[src/rtl/fv_bank_req_arbiter_pkg.sv]
// rtl/fv_bank_req_arbiter_pkg.sv - shared types and constants for the FV bank request arbiter
package fv_bank_req_arbiter_pkg;

  // Defaults track Num_Edge_PE, $clog2(Max_Node_id) and FV_bandwidth
  localparam int NUM_PE_DEF    = 4;
  localparam int NODE_ID_W_DEF = 10;
  localparam int DATA_W_DEF    = 64;
  localparam int CNT_W_DEF     = 16;

  typedef enum logic [1:0] {
    ST_IDLE     = 2'd0,
    ST_WB_BURST = 2'd1,
    ST_RD_WAIT  = 2'd2
  } arb_state_e;

  // PE tag width; a single requester still gets one tag bit
  function automatic int tag_width(input int n);
    return (n > 1) ? $clog2(n) : 1;
  endfunction

endpackage

[src/rtl/fv_bank_req_arbiter_if.sv]
// rtl/fv_bank_req_arbiter_if.sv - requester and bank request bundle for the FV bank arbiter
interface fv_bank_req_arbiter_if
  import fv_bank_req_arbiter_pkg::*;
#(
  parameter int NUM_PE    = NUM_PE_DEF,
  parameter int NODE_ID_W = NODE_ID_W_DEF,
  parameter int DATA_W    = DATA_W_DEF
);
  localparam int TAG_W = tag_width(NUM_PE);

  // Edge PE read requests, PE0 in the LSBs of rd_node_id
  logic [NUM_PE-1:0]           rd_valid;
  logic [NUM_PE*NODE_ID_W-1:0] rd_node_id;
  logic [NUM_PE-1:0]           rd_ready;

  // Output-buffer write-back stream
  logic                        wb_valid;
  logic [NODE_ID_W-1:0]        wb_node_id;
  logic [DATA_W-1:0]           wb_data;
  logic                        wb_eos;
  logic                        wb_ready;

  // Registered request toward the bank controller
  logic                        bank_req_valid;
  logic                        bank_req_rd_wr;
  logic [NODE_ID_W-1:0]        bank_req_node_id;
  logic [DATA_W-1:0]           bank_req_data;
  logic                        bank_req_wr_eos;
  logic [TAG_W-1:0]            bank_req_pe_tag;

  modport master (
    output rd_valid, rd_node_id, wb_valid, wb_node_id, wb_data, wb_eos,
    input  rd_ready, wb_ready,
    input  bank_req_valid, bank_req_rd_wr, bank_req_node_id, bank_req_data,
    input  bank_req_wr_eos, bank_req_pe_tag
  );

  modport slave (
    input  rd_valid, rd_node_id, wb_valid, wb_node_id, wb_data, wb_eos,
    output rd_ready, wb_ready,
    output bank_req_valid, bank_req_rd_wr, bank_req_node_id, bank_req_data,
    output bank_req_wr_eos, bank_req_pe_tag
  );

endinterface

[src/rtl/fv_bank_req_arbiter_rr_arbiter.sv]
// rtl/fv_bank_req_arbiter_rr_arbiter.sv - round-robin one-hot grant starting at a pointer
module rr_arbiter #(
  parameter int N  = 4,
  parameter int PW = 2
) (
  input  logic [N-1:0]  req,
  input  logic [PW-1:0] ptr,
  output logic [N-1:0]  gnt,
  output logic [PW-1:0] gnt_idx,
  output logic          gnt_any
);

  // First requester found walking upward from ptr, wrapping at N
  always_comb begin
    int idx;
    gnt     = '0;
    gnt_idx = '0;
    gnt_any = 1'b0;
    idx     = 0;
    for (int off = 0; off < N; off++) begin
      idx = int'(ptr) + off;
      if (idx >= N) idx = idx - N;
      if (!gnt_any && req[idx]) begin
        gnt[idx] = 1'b1;
        gnt_idx  = PW'(idx);
        gnt_any  = 1'b1;
      end
    end
  end

endmodule

[src/rtl/fv_bank_req_arbiter.sv]
// rtl/fv_bank_req_arbiter.sv - serializes Edge PE reads and write-back bursts onto one FV SRAM bank
module fv_bank_req_arbiter
  import fv_bank_req_arbiter_pkg::*;
#(
  parameter int NUM_PE    = NUM_PE_DEF,
  parameter int NODE_ID_W = NODE_ID_W_DEF,
  parameter int DATA_W    = DATA_W_DEF,
  parameter int CNT_W     = CNT_W_DEF
) (
  input  logic                  clk,
  input  logic                  reset,
  fv_bank_req_arbiter_if.slave  bus,
  input  logic                  stream_mode,
  input  logic                  bank_rd_eos,
  output logic                  busy,
  output logic                  wb_underrun,
  output logic [CNT_W-1:0]      rd_cnt,
  output logic [CNT_W-1:0]      wb_cnt
);

  localparam int TAG_W = tag_width(NUM_PE);

  arb_state_e           state_q, state_d;
  logic [TAG_W-1:0]     rr_ptr_q, rr_ptr_d;
  logic                 rd_starve_q, rd_starve_d;
  // One idle cycle after any write-back eos reaches the bank
  logic                 eos_gap_q, eos_gap_d;
  logic [NODE_ID_W-1:0] wb_node_q, wb_node_d;

  logic                 req_valid_q, req_valid_d;
  logic                 req_rd_wr_q, req_rd_wr_d;
  logic [NODE_ID_W-1:0] req_node_q, req_node_d;
  logic [DATA_W-1:0]    req_data_q, req_data_d;
  logic                 req_wr_eos_q, req_wr_eos_d;
  logic [TAG_W-1:0]     req_tag_q, req_tag_d;

  logic                 wb_underrun_q, wb_underrun_d;
  logic [CNT_W-1:0]     rd_cnt_q, rd_cnt_d;
  logic [CNT_W-1:0]     wb_cnt_q, wb_cnt_d;
  logic                 rd_cnt_inc, wb_cnt_inc;

  logic [NUM_PE-1:0]    rr_gnt;
  logic [TAG_W-1:0]     rr_idx;
  logic                 rr_any;
  logic                 grant_ok, grant_wb, grant_rd;
  logic [NODE_ID_W-1:0] sel_node;

  rr_arbiter #(
    .N  (NUM_PE),
    .PW (TAG_W)
  ) u_rr (
    .req     (bus.rd_valid),
    .ptr     (rr_ptr_q),
    .gnt     (rr_gnt),
    .gnt_idx (rr_idx),
    .gnt_any (rr_any)
  );

  // Grant decision: IDLE only, blocked while streaming or in the post-write gap
  always_comb begin
    grant_ok = (state_q == ST_IDLE) && !stream_mode && !eos_gap_q && !reset;
    grant_wb = grant_ok && bus.wb_valid && !(rd_starve_q && rr_any);
    grant_rd = grant_ok && rr_any && !grant_wb;
    sel_node = bus.rd_node_id[int'(rr_idx)*NODE_ID_W +: NODE_ID_W];
  end

  assign bus.rd_ready = grant_rd ? rr_gnt : '0;
  // The bank consumes a write-back beat every burst cycle whether or not it is valid
  assign bus.wb_ready = grant_wb || ((state_q == ST_WB_BURST) && !reset);

  // Next-state and next registered bank request
  always_comb begin
    state_d       = state_q;
    rr_ptr_d      = rr_ptr_q;
    rd_starve_d   = rd_starve_q;
    eos_gap_d     = 1'b0;
    wb_node_d     = wb_node_q;
    req_valid_d   = 1'b0;
    req_rd_wr_d   = req_rd_wr_q;
    req_node_d    = req_node_q;
    req_data_d    = '0;
    req_wr_eos_d  = 1'b0;
    req_tag_d     = req_tag_q;
    wb_underrun_d = wb_underrun_q;
    rd_cnt_inc    = 1'b0;
    wb_cnt_inc    = 1'b0;

    unique case (state_q)
      ST_IDLE: begin
        if (grant_wb) begin
          req_valid_d  = 1'b1;
          req_rd_wr_d  = 1'b1;
          req_node_d   = bus.wb_node_id;
          req_data_d   = bus.wb_data;
          req_wr_eos_d = bus.wb_eos;
          if (bus.wb_eos) begin
            wb_cnt_inc  = 1'b1;
            rd_starve_d = 1'b1;
            eos_gap_d   = 1'b1;
          end else begin
            wb_node_d = bus.wb_node_id;
            state_d   = ST_WB_BURST;
          end
        end else if (grant_rd) begin
          req_valid_d = 1'b1;
          req_rd_wr_d = 1'b0;
          req_node_d  = sel_node;
          req_tag_d   = rr_idx;
          rr_ptr_d    = (int'(rr_idx) == NUM_PE - 1) ? '0 : rr_idx + TAG_W'(1);
          rd_starve_d = 1'b0;
          state_d     = ST_RD_WAIT;
        end
      end
      ST_WB_BURST: begin
        // Bank base node stays fixed; the bank advances its own address
        req_valid_d = 1'b1;
        req_rd_wr_d = 1'b1;
        req_node_d  = wb_node_q;
        if (bus.wb_valid) begin
          req_data_d   = bus.wb_data;
          req_wr_eos_d = bus.wb_eos;
          if (bus.wb_eos) begin
            state_d     = ST_IDLE;
            wb_cnt_inc  = 1'b1;
            rd_starve_d = 1'b1;
            eos_gap_d   = 1'b1;
          end
        end else begin
          // Source ran dry: close the bank burst with a zero beat
          req_wr_eos_d  = 1'b1;
          wb_underrun_d = 1'b1;
          state_d       = ST_IDLE;
          rd_starve_d   = 1'b1;
          eos_gap_d     = 1'b1;
        end
      end
      ST_RD_WAIT: begin
        if (bank_rd_eos) begin
          state_d    = ST_IDLE;
          rd_cnt_inc = 1'b1;
        end
      end
      default: state_d = ST_IDLE;
    endcase

    rd_cnt_d = (rd_cnt_inc && (rd_cnt_q != '1)) ? rd_cnt_q + CNT_W'(1) : rd_cnt_q;
    wb_cnt_d = (wb_cnt_inc && (wb_cnt_q != '1)) ? wb_cnt_q + CNT_W'(1) : wb_cnt_q;
  end

  // State and output registers; reset aborts any burst in flight
  always_ff @(posedge clk) begin
    if (reset) begin
      state_q       <= ST_IDLE;
      rr_ptr_q      <= '0;
      rd_starve_q   <= 1'b0;
      eos_gap_q     <= 1'b0;
      wb_node_q     <= '0;
      req_valid_q   <= 1'b0;
      req_rd_wr_q   <= 1'b0;
      req_node_q    <= '0;
      req_data_q    <= '0;
      req_wr_eos_q  <= 1'b0;
      req_tag_q     <= '0;
      wb_underrun_q <= 1'b0;
      rd_cnt_q      <= '0;
      wb_cnt_q      <= '0;
    end else begin
      state_q       <= state_d;
      rr_ptr_q      <= rr_ptr_d;
      rd_starve_q   <= rd_starve_d;
      eos_gap_q     <= eos_gap_d;
      wb_node_q     <= wb_node_d;
      req_valid_q   <= req_valid_d;
      req_rd_wr_q   <= req_rd_wr_d;
      req_node_q    <= req_node_d;
      req_data_q    <= req_data_d;
      req_wr_eos_q  <= req_wr_eos_d;
      req_tag_q     <= req_tag_d;
      wb_underrun_q <= wb_underrun_d;
      rd_cnt_q      <= rd_cnt_d;
      wb_cnt_q      <= wb_cnt_d;
    end
  end

  assign bus.bank_req_valid   = req_valid_q;
  assign bus.bank_req_rd_wr   = req_rd_wr_q;
  assign bus.bank_req_node_id = req_node_q;
  assign bus.bank_req_data    = req_data_q;
  assign bus.bank_req_wr_eos  = req_wr_eos_q;
  assign bus.bank_req_pe_tag  = req_tag_q;
  assign busy                 = (state_q != ST_IDLE);
  assign wb_underrun          = wb_underrun_q;
  assign rd_cnt               = rd_cnt_q;
  assign wb_cnt               = wb_cnt_q;

endmodule

[src/flat_wrapper.sv]
// flat-port wrapper written by rule: the top's interface ports become plain ports
module fv_bank_req_arbiter_flat import fv_bank_req_arbiter_pkg::*;
#(
  parameter int NUM_PE    = NUM_PE_DEF,
  parameter int NODE_ID_W = NODE_ID_W_DEF,
  parameter int DATA_W    = DATA_W_DEF,
  parameter int CNT_W     = CNT_W_DEF
)
  (clk, reset, stream_mode, bank_rd_eos, busy, wb_underrun, rd_cnt, wb_cnt, bus_rd_valid, bus_rd_node_id, bus_wb_valid, bus_wb_node_id, bus_wb_data, bus_wb_eos, bus_rd_ready, bus_wb_ready, bus_bank_req_valid, bus_bank_req_rd_wr, bus_bank_req_node_id, bus_bank_req_data, bus_bank_req_wr_eos, bus_bank_req_pe_tag);
  fv_bank_req_arbiter_if #(.NUM_PE(NUM_PE), .NODE_ID_W(NODE_ID_W), .DATA_W(DATA_W)) bus_i ();
  input  logic clk;
  input  logic reset;
  input  logic stream_mode;
  input  logic bank_rd_eos;
  output logic busy;
  output logic wb_underrun;
  output logic [CNT_W-1:0] rd_cnt;
  output logic [CNT_W-1:0] wb_cnt;
  input wire logic [$bits(bus_i.rd_valid)-1:0] bus_rd_valid;
  input wire logic [$bits(bus_i.rd_node_id)-1:0] bus_rd_node_id;
  input wire logic [$bits(bus_i.wb_valid)-1:0] bus_wb_valid;
  input wire logic [$bits(bus_i.wb_node_id)-1:0] bus_wb_node_id;
  input wire logic [$bits(bus_i.wb_data)-1:0] bus_wb_data;
  input wire logic [$bits(bus_i.wb_eos)-1:0] bus_wb_eos;
  output wire logic [$bits(bus_i.rd_ready)-1:0] bus_rd_ready;
  output wire logic [$bits(bus_i.wb_ready)-1:0] bus_wb_ready;
  output wire logic [$bits(bus_i.bank_req_valid)-1:0] bus_bank_req_valid;
  output wire logic [$bits(bus_i.bank_req_rd_wr)-1:0] bus_bank_req_rd_wr;
  output wire logic [$bits(bus_i.bank_req_node_id)-1:0] bus_bank_req_node_id;
  output wire logic [$bits(bus_i.bank_req_data)-1:0] bus_bank_req_data;
  output wire logic [$bits(bus_i.bank_req_wr_eos)-1:0] bus_bank_req_wr_eos;
  output wire logic [$bits(bus_i.bank_req_pe_tag)-1:0] bus_bank_req_pe_tag;
  assign bus_i.rd_valid = bus_rd_valid;
  assign bus_i.rd_node_id = bus_rd_node_id;
  assign bus_i.wb_valid = bus_wb_valid;
  assign bus_i.wb_node_id = bus_wb_node_id;
  assign bus_i.wb_data = bus_wb_data;
  assign bus_i.wb_eos = bus_wb_eos;
  assign bus_rd_ready = bus_i.rd_ready;
  assign bus_wb_ready = bus_i.wb_ready;
  assign bus_bank_req_valid = bus_i.bank_req_valid;
  assign bus_bank_req_rd_wr = bus_i.bank_req_rd_wr;
  assign bus_bank_req_node_id = bus_i.bank_req_node_id;
  assign bus_bank_req_data = bus_i.bank_req_data;
  assign bus_bank_req_wr_eos = bus_i.bank_req_wr_eos;
  assign bus_bank_req_pe_tag = bus_i.bank_req_pe_tag;
  fv_bank_req_arbiter #(.NUM_PE(NUM_PE), .NODE_ID_W(NODE_ID_W), .DATA_W(DATA_W), .CNT_W(CNT_W)) u_core (.clk(clk), .reset(reset), .bus(bus_i), .stream_mode(stream_mode), .bank_rd_eos(bank_rd_eos), .busy(busy), .wb_underrun(wb_underrun), .rd_cnt(rd_cnt), .wb_cnt(wb_cnt));
endmodule
[config.mk]
export PLATFORM = sky130hd
export DESIGN_NAME = fv_bank_req_arbiter_flat
export DESIGN_NICKNAME = d
export VERILOG_FILES = /design/src/rtl/fv_bank_req_arbiter_pkg.sv /design/src/rtl/fv_bank_req_arbiter_if.sv /design/src/rtl/fv_bank_req_arbiter_rr_arbiter.sv /design/src/rtl/fv_bank_req_arbiter.sv /design/src/flat_wrapper.sv
export SDC_FILE = /design/constraint.sdc
export NUM_CORES = 1
export LEC_CHECK = 0
export BUFFER_PORTS_ARGS = -buffer_cell sky130_fd_sc_hd__buf_2
export CORE_UTILIZATION = 44
export DETAILED_ROUTE_END_ITERATION = 10
export GPL_TIMING_DRIVEN = 0
export PLACE_DENSITY = 0.75
export SKIP_LAST_GASP = 1
export SLEW_MARGIN = 25
export SYNTH_ARGS = -nofsm -noshare
export SYNTH_HDL_FRONTEND = slang
export SYNTH_HIERARCHICAL = 1
export SYNTH_SLANG_ARGS = --single-unit
[constraint.sdc]
create_clock -name clk -period 3.89 [get_ports clk]
set_input_delay 0.1945 -clock clk [delete_from_list [all_inputs] [get_ports clk]]
set_output_delay 0.1945 -clock clk [all_outputs]
set_load 0.01 [all_outputs]
==> impl_metrics.toml, run 1 <==
[worst_hold_path]
hp-class = "in -> reg"

[yosys]
ys_warn_count = 6
seq_area_frac_synth_pct = 47.4
netlist_top_cells_area = "dfxtp_1 47%, and3_1 7.8%, mux4_2 4.6%"
yosys.area.top_type = "dfxtp_1"
synth_enable_flop_cells = 0
synth-seq-cells = 127
synth_top_flop_cell = "dfxtp_1"
avgSynthCellArea_sq_um = 9.78
yosys-top-cells-count = "127 x dfxtp_1, 67 x and3_1, 50 x nor2_1"
synth_cell_types = 56
yosysMostFrequentCell = "dfxtp_1"
async_reset_ff_share_pct = 0
yosysTopAreaCellShare_pct = 47.4
netlist_area_sq_um = 5370
synthCells = 549
syn_nets = 684

[power]
p_sw_mw = 0.815
p_leak_nw = 3.58
swShare_pct = 23.9
clkPwrFrac_pct = 48.0
power_frac_seq_pct = 39.7
ir_drop_v = 0.000259
power_frac_comb_pct = 12.3
internal_power_mw = 2.59
power_density_nw_per_um2 = 460
power.total_mw = 3.40

[floorplan]
fp-row-count = 39
die_area_sq_um = 12600
die_h_microns = 112
die_x_microns = 112
core_region_area_sq_um = 11700
start_util_pct = 46.0
top_level_ports = 242

[worst_setup_path]
crit_path_start = "u_core/rr_ptr_q[0]$_SDFFE_PP0P_"
cp_max_fo = 10
crit_path_end = "bus_wb_ready"
cp_data_required_time_ps = 3700
r2r-start = "u_core/rr_ptr_q[0]$_SDFFE_PP0P_"
rr_endpoint = "u_core/bus.bank_req_node_id[9]$_SDFFE_PP0P_"
critPathLaunchType = "flip-flop"
reg2reg_slack_ps = 250
rr_worst_depth = 12
end_kind = "primary output"
crit_type = "reg -> out"
arrival_ps = 3560

[finish]
nets = 944
areaGrowthSynthToFinish_pct = 37.7
n_antenna_cell = 0
n_fill_cell = 989
drive_gt1_share_pct = 38.2
fin_area_sq_um = 7390

[grt]
grt_use_total_pct = 23.9
antenna_found_initial = 0
grt_max_degree = 17
grtUsageMet2_pct = 45.8
grt_pass1_wl_microns = 23800
busiest_layer = "met2"
grt_util_met1_pct = 25.1
grt_pass1_vias = 4959
grt_overflow = 0
use_met3_pct = 5.99

[clocking]
post_cts_buffers = 0
clk_latency_ps = 400
clkTransAtPathRegs_ps = 60
max-clock-path-buffers = 2
cts_tree = "built"
root_buffer = "clkbuf_16"
cts_buffers = 17
clkSinkCount = 127
h-tree-depth = 4

[sta]
finClkSkew_ps = 5.87
tightest_slew_ps = 753
fin_crit_sh_pct = 96.6
clock.fmax_mhz = 266
finalHoldViolCount = 0
relSlewSlack_pct = 49.4
drv_slew = 0
finalSetupViolCount = 0
min_period_ps = 3760
tns_ps = 0

[job]
drv_cap = 0

[routing]
drt_iter0_markers = 259
postRouteAntennaNets = 0
post_drt_via_cell_ratio = 5.38
drc = 0
wl_per_cell_microns = 15.9
wl_microns = 15400
vias = 5194
drtPass1Iterations = 5

[place]
port_buffers = 241
gp_congestion = 0.870
dpl.hpwl_microns = 11700
place_area_sq_um = 6760

[status]
outcome = "completed"
## cell usage in the layout (no fill, tap or decap), types with 13 or more instances in the layout
cell type	synthesis	routed
a21oi_1	31	31
nor2_1	50	50
o21ai_0	28	28
nand2_1	28	28
nand3_1	15	15
clkbuf_16	0	17
dfxtp_1	127	125
buf_2	5	245
and3_1	67	67
clkbuf_1	26	27
nand4_1	13	13
## final cells by class
cell class | instances | area [sq um] | share of cell area (%)
sequential | 127 | 2540 | 34.4
buffer | 36 | 168 | 2.27
timing repair buffer | 241 | 1210 | 16.3
tap | 143 | 179 | 2.42
clock buffer | 21 | 460 | 6.23
clock inverter | 11 | 156 | 2.12
multi-input combinational | 377 | 2650 | 35.8
inverter | 9 | 33.8 | 0.457
## state kept, by name, summed over array words and instances, names as in the netlist
signal and count:
u_core/bus.bank_req_node_id 10, u_core/rd_cnt 16, u_core/rr_ptr_q 2, u_core/wb_underrun 1, u_core/eos_gap_q 1, u_core/state_q 2, u_core/bus.bank_req_data 64, u_core/rd_starve_q 1
u_core/bus.bank_req_pe_tag 2, u_core/wb_cnt 16, u_core/bus.bank_req_rd_wr 1, u_core/wb_node_q 10, u_core/bus.bank_req_valid 1
## through the flow
stage / worst slack, ps / cells / util, % / hold slack (ps)
2_1_floorplan: 496 / 549 / - / 331
6_report: 134 / 965 / 63.4 / 13.0
4_1_cts: 45.5 / 965 / 63.3 / 1.33
3_3_place_gp: 135 / 933 / 57.9 / 418
3_5_place_dp: -9.94 / 933 / 58.0 / 422
5_1_grt: -12.3 / 965 / 63.4 / 3.43
## per-layer routing
layer  routed length (microns)  vias to the layer above
met4                       246                        0
met5                         0                        -
met1                      5920                     2416
met3                      1050                       18
li1                          -                     2532
met2                      8170                      228
## logic make-up after synthesis
group / share of synthesized area [%]
AOI/OAI and AO/OA: 11.4
muxes: 8.93
xor gates and xnor gates: 2.94
and+or+nand+nor: 23.1
adders and majority gates: 2.56
DFF: 47.4
buffers and inverters: 3.68
## power by group through the flow
stage,Sequential [mW],Combinational [mW],Clock (mW)
floorplan,1.39,0.246,0
global placement,1.38,0.403,0
detailed placement,1.38,0.415,0
CTS,1.35,0.417,1.66
global route,1.35,0.458,1.72
finish,1.35,0.420,1.63
## critical path, stage by stage, from the launching register on
cell and delay, ps:
dfxtp_2 400, buf_6 180, inv_1 100, ha_1 360, mux4_2 320, buf_6 160
nor3_2 210, nand2b_1 140, a21bo_2 270, or3_1 330, buf_6 160, clkbuf_2 190
o21ai_0 140, buf_2 180
## how the worst min path moves through the flow
stage,from,to,slack (ps),cells past startpoint
after CTS,bus_wb_data[16],u_core/bus.bank_req_data[16]$_SDFF_PP0_,1,2
after global routing,bus_wb_data[16],u_core/bus.bank_req_data[16]$_SDFF_PP0_,3,2
after global placement,bus_wb_data[52],u_core/bus.bank_req_data[52]$_SDFF_PP0_,420,2
final,bus_wb_data[16],u_core/bus.bank_req_data[16]$_SDFF_PP0_,10,2
after detailed placement,bus_wb_data[16],u_core/bus.bank_req_data[16]$_SDFF_PP0_,420,2
after floorplan,bus_wb_node_id[0],u_core/wb_node_q[0]$_SDFFE_PP0P_,330,2
## timing repair
item	CTS	global route
endpoints found under the setup margin	3	6
resized for setup	2	5
hold buffers	0	0
gates cloned	0	0
Power figures use the tool's default switching activity.
==> run 2: changes to the inputs <==
- clock period: 3.89 -> 4.2 ns (I/O delays scaled with it)
==> run 2 against run 1 <==
Against the previous run: critical path depth is the same; final cell count is the same; clock skew grew 3.2 ps; combinational power fell by 8.3%; die area stayed put; critical path type unchanged; critical endpoint unchanged; register-to-register slack improved by 100 ps.
==> impl_metrics.toml, run 2 (synthesized netlist as in run 1, its figures left out) <==
[routing]
post_drt_via_cell_ratio = 5.34
drt_iter0_markers = 300
wl_microns = 15300
wl_per_cell_microns = 15.9
drtPass1Iterations = 4
postRouteAntennaNets = 0
drc = 0
vias = 5157

[finish]
final_common_cell = "buf_2"
multi_input_area_sq_um = 2640
final_cell_mix = "246 x buf_2, 126 x dfxtp_1, 67 x and3_1"
ff_latch_area_sq_um = 2540
layout.cells.non_filler = 965
fin_util_pct = 63.3
areaGrowthSynthToFinish_pct = 37.4
nets = 944
n_antenna_cell = 0
drive_gt1_share_pct = 37.7
n_fill_cell = 990
largest_reg_flops = 64

[power]
p_leak_nw = 3.57
power_density_nw_per_um2 = 427
ir_drop_v = 0.000237

[job]
drv_cap = 0

[sta]
worst_hold_slack_ps = 33.2
relSlewSlack_pct = 49.3
clock.fmax_mhz = 254
rsz0062_at_grt = "no"
drv_slew = 0
min_period_ps = 3940
finalHoldViolCount = 0
tns_ps = 0
finClkSkew_ps = 9.03
finalSetupViolCount = 0
fin_crit_sh_pct = 93.9
tightest_slew_ps = 754

[worst_setup_path]
critPathLaunchType = "flip-flop"
end_kind = "primary output"
cp_data_required_time_ps = 3990
crit_type = "reg -> out"
cp_max_fo = 10
r2r-start = "u_core/rr_ptr_q[0]$_SDFFE_PP0P_"
rr_worst_depth = 12
rr_endpoint = "u_core/bus.bank_req_node_id[9]$_SDFFE_PP0P_"
reg2reg_slack_ps = 350
arrival_ps = 3730

[clocking]
h-tree-depth = 4
cts_resized = 0
cts_tree = "built"
clkSinkCount = 127
post_cts_buffers = 0
clk_latency_ps = 400
clkTransAtPathRegs_ps = 60
root_buffer = "clkbuf_16"
max-clock-path-buffers = 2
hold_buffers = 0
cts_buffers = 17

[place]
port_buffers = 241
dp_cells = 933
gp_congestion = 0.870
dpl.hpwl_microns = 11700

[grt]
grt_pass1_vias = 4955
grt_use_total_pct = 23.9
grt_max_degree = 17
grt_pass1_wl_microns = 23800
grt_overflow = 0
antenna_found_initial = 0

[worst_hold_path]
holdPathEnd = "u_core/bus.bank_req_data[59]$_SDFF_PP0_"
min_from = "bus_wb_data[59]"
min_path_cells = 2
hp-class = "in -> reg"

[floorplan]
die_h_microns = 112
fp-row-count = 39
start_util_pct = 46.0
top_level_ports = 242
die_area_sq_um = 12600
core_region_area_sq_um = 11700
die_x_microns = 112

[status]
outcome = "completed"
==> run 2: per-stage QoR <==
stage	total power [mW]	cell area [sq um]	worst slack (ps)
finish	3.15	7380	256
global route	3.27	7380	42.3
CTS	3.17	7380	235
detailed placement	1.66	6760	300
global placement	1.65	6750	445
floorplan	1.52	5370	806
==> run 2: cell type report <==
cell class                      count  area share [%]
Buffer                             36            2.22
Clock buffer                       21            6.24
Clock inverter                     11            2.12
Inverter                            9           0.458
Multi-Input combinational cell    377            35.7
Sequential cell                   127            34.5
Tap cell                          143            2.42
Timing Repair Buffer              241            16.3
==> run 2: routing by layer <==
layer	routed length, microns	up-vias	GRT usage, %
met5	0	-	0
met4	214	0	8.80
met3	1020	14	5.99
met2	8200	215	45.7
met1	5920	2399	25.2
li1	-	2529	-
==> run 2: worst max-delay path: stages, from the launching register on <==
cell,delay (ps)
dfxtp_1,470
buf_6,200
inv_1,100
ha_1,360
mux4_2,320
buf_6,160
nor3_1,240
nand2b_1,150
a21bo_2,280
or3_1,330
buf_6,160
clkbuf_1,210
o21ai_0,160
buf_2,180
==> run 2: power by group <==
| group | total, mW | leakage [nW] | internal (mW) | switching, mW |
|---|---|---|---|---|
| Clock | 1.51 | 0.302 | 0.973 | 0.540 |
| Sequential | 1.25 | 1.03 | 1.24 | 0.0159 |
| Combinational | 0.385 | 2.24 | 0.188 | 0.198 |
==> run 2: how the worst max path moves through the flow <==
stage	start	cells after the start	slack, ps	endpoint
floorplan	u_core/rr_ptr_q[0]$_SDFFE_PP0P_	13	810	u_core/bus.bank_req_node_id[9]$_SDFFE_PP0P_
global placement	u_core/rr_ptr_q[1]$_SDFFE_PP0P_	8	440	u_core/bus.bank_req_node_id[9]$_SDFFE_PP0P_
detailed placement	u_core/rr_ptr_q[1]$_SDFFE_PP0P_	8	300	u_core/bus.bank_req_node_id[9]$_SDFFE_PP0P_
CTS	u_core/rr_ptr_q[1]$_SDFFE_PP0P_	12	240	bus_wb_ready
global route	u_core/rr_ptr_q[0]$_SDFFE_PP0P_	13	40	bus_wb_ready
finish	u_core/rr_ptr_q[0]$_SDFFE_PP0P_	13	260	bus_wb_ready
==> run 3: changes to the inputs <==
- ABC_AREA: unset -> 1
- PLACE_DENSITY: 0.75 -> 0.73
==> run 3 against run 2 <==
Against the previous run: area after synthesis rose by 13%; critical path depth did not move; combinational power rose by 35%; sequential power barely moved; maximum frequency rose by 7.9%; critical path type unchanged.
==> impl_metrics.toml, run 3 <==
[floorplan]
die_x_microns = 119
start_util_pct = 45.4
top_level_ports = 242
die_h_microns = 119
die_area_sq_um = 14200
core_region_area_sq_um = 13300
fp-row-count = 42

[grt]
grt_pass1_wl_microns = 28400
grt_overflow = 0
grt_pass1_vias = 5965
antenna_found_initial = 1
grt_max_degree = 17
grt_use_total_pct = 25.1

[clocking]
cts_tree = "built"
root_buffer = "clkbuf_16"
max-clock-path-buffers = 2
clkTransAtPathRegs_ps = 60
hold_buffers = 25
post_cts_buffers = 0
clk_latency_ps = 410
h-tree-depth = 4
cts_buffers = 17
cts_resized = 0
clkSinkCount = 127

[sta]
drv_slew = 0
fin_crit_sh_pct = 87.0
finClkSkew_ps = 15.4
min_period_ps = 3660
relSlewSlack_pct = 59.3
clock.fmax_mhz = 274
finalSetupViolCount = 0
final.setup.worst_slack_ps = 544
rsz0062_at_grt = "no"
tightest_slew_ps = 611
tns_ps = 0
finalHoldViolCount = 0

[yosys]
synth-seq-cells = 127
seq_area_frac_synth_pct = 42.0
ys_warn_count = 6
syn_nets = 1007
synth_cell_types = 34
netlist_area_sq_um = 6050
netlist_top_cells_area = "dfxtp_1 42%, nand2_1 13%, inv_1 7.9%"
yosysTopAreaCellShare_pct = 42.0
yosysMostFrequentCell = "nand2_1"
synthCells = 872
avgSynthCellArea_sq_um = 6.94
yosys.area.top_type = "dfxtp_1"
async_reset_ff_share_pct = 0
synth_enable_flop_cells = 0
yosys-top-cells-count = "205 x nand2_1, 127 x dfxtp_1, 127 x inv_1"
synth_top_flop_cell = "dfxtp_1"

[worst_setup_path]
cpPeakStageDelay_ps = 570
end_kind = "primary output"
crit_type = "reg -> out"
cp_cell_sequence = "inv_2, ha_1, inv_1, nand2_1, nand2_2, nor2_4, buf_6, nand4_1, a21oi_2, nand2_2, clkbuf_1, o21ai_0, buf_2"
critPathLaunchType = "flip-flop"
cpLargestDelayFamily = "buffers and inverters"
cp_data_required_time_ps = 3990
critPathSlowestCell = "dfxtp_1"
arrival_ps = 3450
cp_max_fo = 11
path_buf_inv = 5
reg2reg_slack_ps = 880
cpMostUsedCell = "nand2_2"

[power]
power_frac_comb_pct = 15.7
swShare_pct = 26.4
clkPwrFrac_pct = 46.7
p_leak_nw = 4.42
power_density_nw_per_um2 = 397
p_sw_mw = 0.880
power.total_mw = 3.33
power_frac_seq_pct = 37.6
ir_drop_v = 0.000402
internal_power_mw = 2.45

[routing]
postRouteAntennaNets = 0
post_drt_via_cell_ratio = 4.78
vias = 6444
drtPass1Iterations = 5
drt_iter0_markers = 441
wl_per_cell_microns = 13.3
wl_microns = 17900
drc = 0

[place]
place_area_sq_um = 7470
dp_cells = 1288
port_buffers = 240
dpl_worst_slack_ps = 972
dpl.hpwl_microns = 12900
gp_congestion = 0.921

[finish]
n_fill_cell = 1227
drive_gt1_share_pct = 28.5
final_common_cell = "buf_2"
largest_reg_flops = 64
final_cell_mix = "245 x buf_2, 205 x nand2_1, 127 x inv_1, 127 x dfxtp_1, 115 x nor2_1"
fin_area_sq_um = 8380
areaGrowthSynthToFinish_pct = 38.4
nets = 1293
layout.cells.non_filler = 1347

[job]
drv_cap = 0

[worst_hold_path]
hp-class = "in -> reg"

[status]
outcome = "completed"
-- run 3: cell types whose count changed after synthesis, sizes merged, moves of 11 or more --
| cell | delta |
|---|---|
| nand3 | +66 |
| inv | +126 |
| and3 | -67 |
| clkbuf | -13 |
| nor2 | +84 |
| or3 | -11 |
| nand2 | +189 |
| mux4 | -14 |
| a21oi | +33 |
| o21ai | -11 |
-- run 3: power groups by stage --
stage | Combinational, mW | Sequential, mW | Clock (mW)
2_1_floorplan | 0.309 | 1.29 | 0
3_3_place_gp | 0.486 | 1.28 | 0
3_5_place_dp | 0.491 | 1.28 | 0
4_1_cts | 0.513 | 1.25 | 1.57
5_1_grt | 0.582 | 1.25 | 1.63
6_report | 0.521 | 1.25 | 1.55
-- run 3: worst reg2reg max path: cells and delay by family, from the launching register on --
family / cells / cell delay (ps)
flip-flops: 1 / 570
AND/OR/NAND/NOR: 7 / 810
AO/OA/AOI/OAI: 2 / 580
buffers and inverters: 5 / 820
adder cells (fa/ha/maj): 1 / 400
-- run 3: logic make-up (layout without fill, tap and decap cells) --
| logic type | Yosys count | count (layout) | share of synthesized area [%] |
|---|---|---|---|
| xor gates and xnor gates | 16 | 16 | 2.31 |
| buffers and inverters | 165 | 463 | 11.5 |
| other | 0 | 1 | 0 |
| and+or+nand+nor | 459 | 459 | 33.3 |
| DFF | 127 | 127 | 42.0 |
| adders and majority gates | 11 | 11 | 2.27 |
| AOI/OAI and AO/OA | 94 | 94 | 8.56 |
-- run 3: per-layer routing --
| metal | part of all wire [%] | GRT usage, % |
|---|---|---|
| met3 | 5.7 | 6.32 |
| met4 | 1.6 | 9.22 |
| met5 | 0 | 0 |
| met2 | 49 | 42.4 |
| met1 | 44 | 30.7 |
-- run 3: through the flow --
step	utilization (%)	hold WS, ps
floorplan	-	322
detailed placement	56.0	428
CTS	62.6	0.0909
finish	62.7	12.6
global route	62.7	4.64
global placement	56.0	422
-- run 3: layout make-up --
class	count	area [sq um]	area share, %
Multi-Input combinational cell	580	2810	33.6
Buffer	31	194	2.32
Sequential cell	127	2540	30.4
Inverter	134	503	6.01
Clock buffer	19	443	5.29
Timing Repair Buffer	267	1470	17.6
Tap cell	176	220	2.63
Clock inverter	12	185	2.21
Antenna cell	1	2.50	0.0299
-- run 3: path summary, 6_finish.rpt --
path | depth (start not counted) | endpoint | startpoint
worst max-delay path | 13 | bus_wb_ready | u_core/rr_ptr_q[0]$_SDFFE_PP0P_
worst min-delay path | 3 | u_core/bus.bank_req_data[55]$_SDFF_PP0_ | bus_wb_data[55]
worst max register to register | 15 | u_core/wb_node_q[3]$_SDFFE_PP0P_ | u_core/rr_ptr_q[0]$_SDFFE_PP0P_
worst min register to register | 2 | u_core/wb_underrun$_SDFFE_PP0P_ | u_core/wb_underrun$_SDFFE_PP0P_
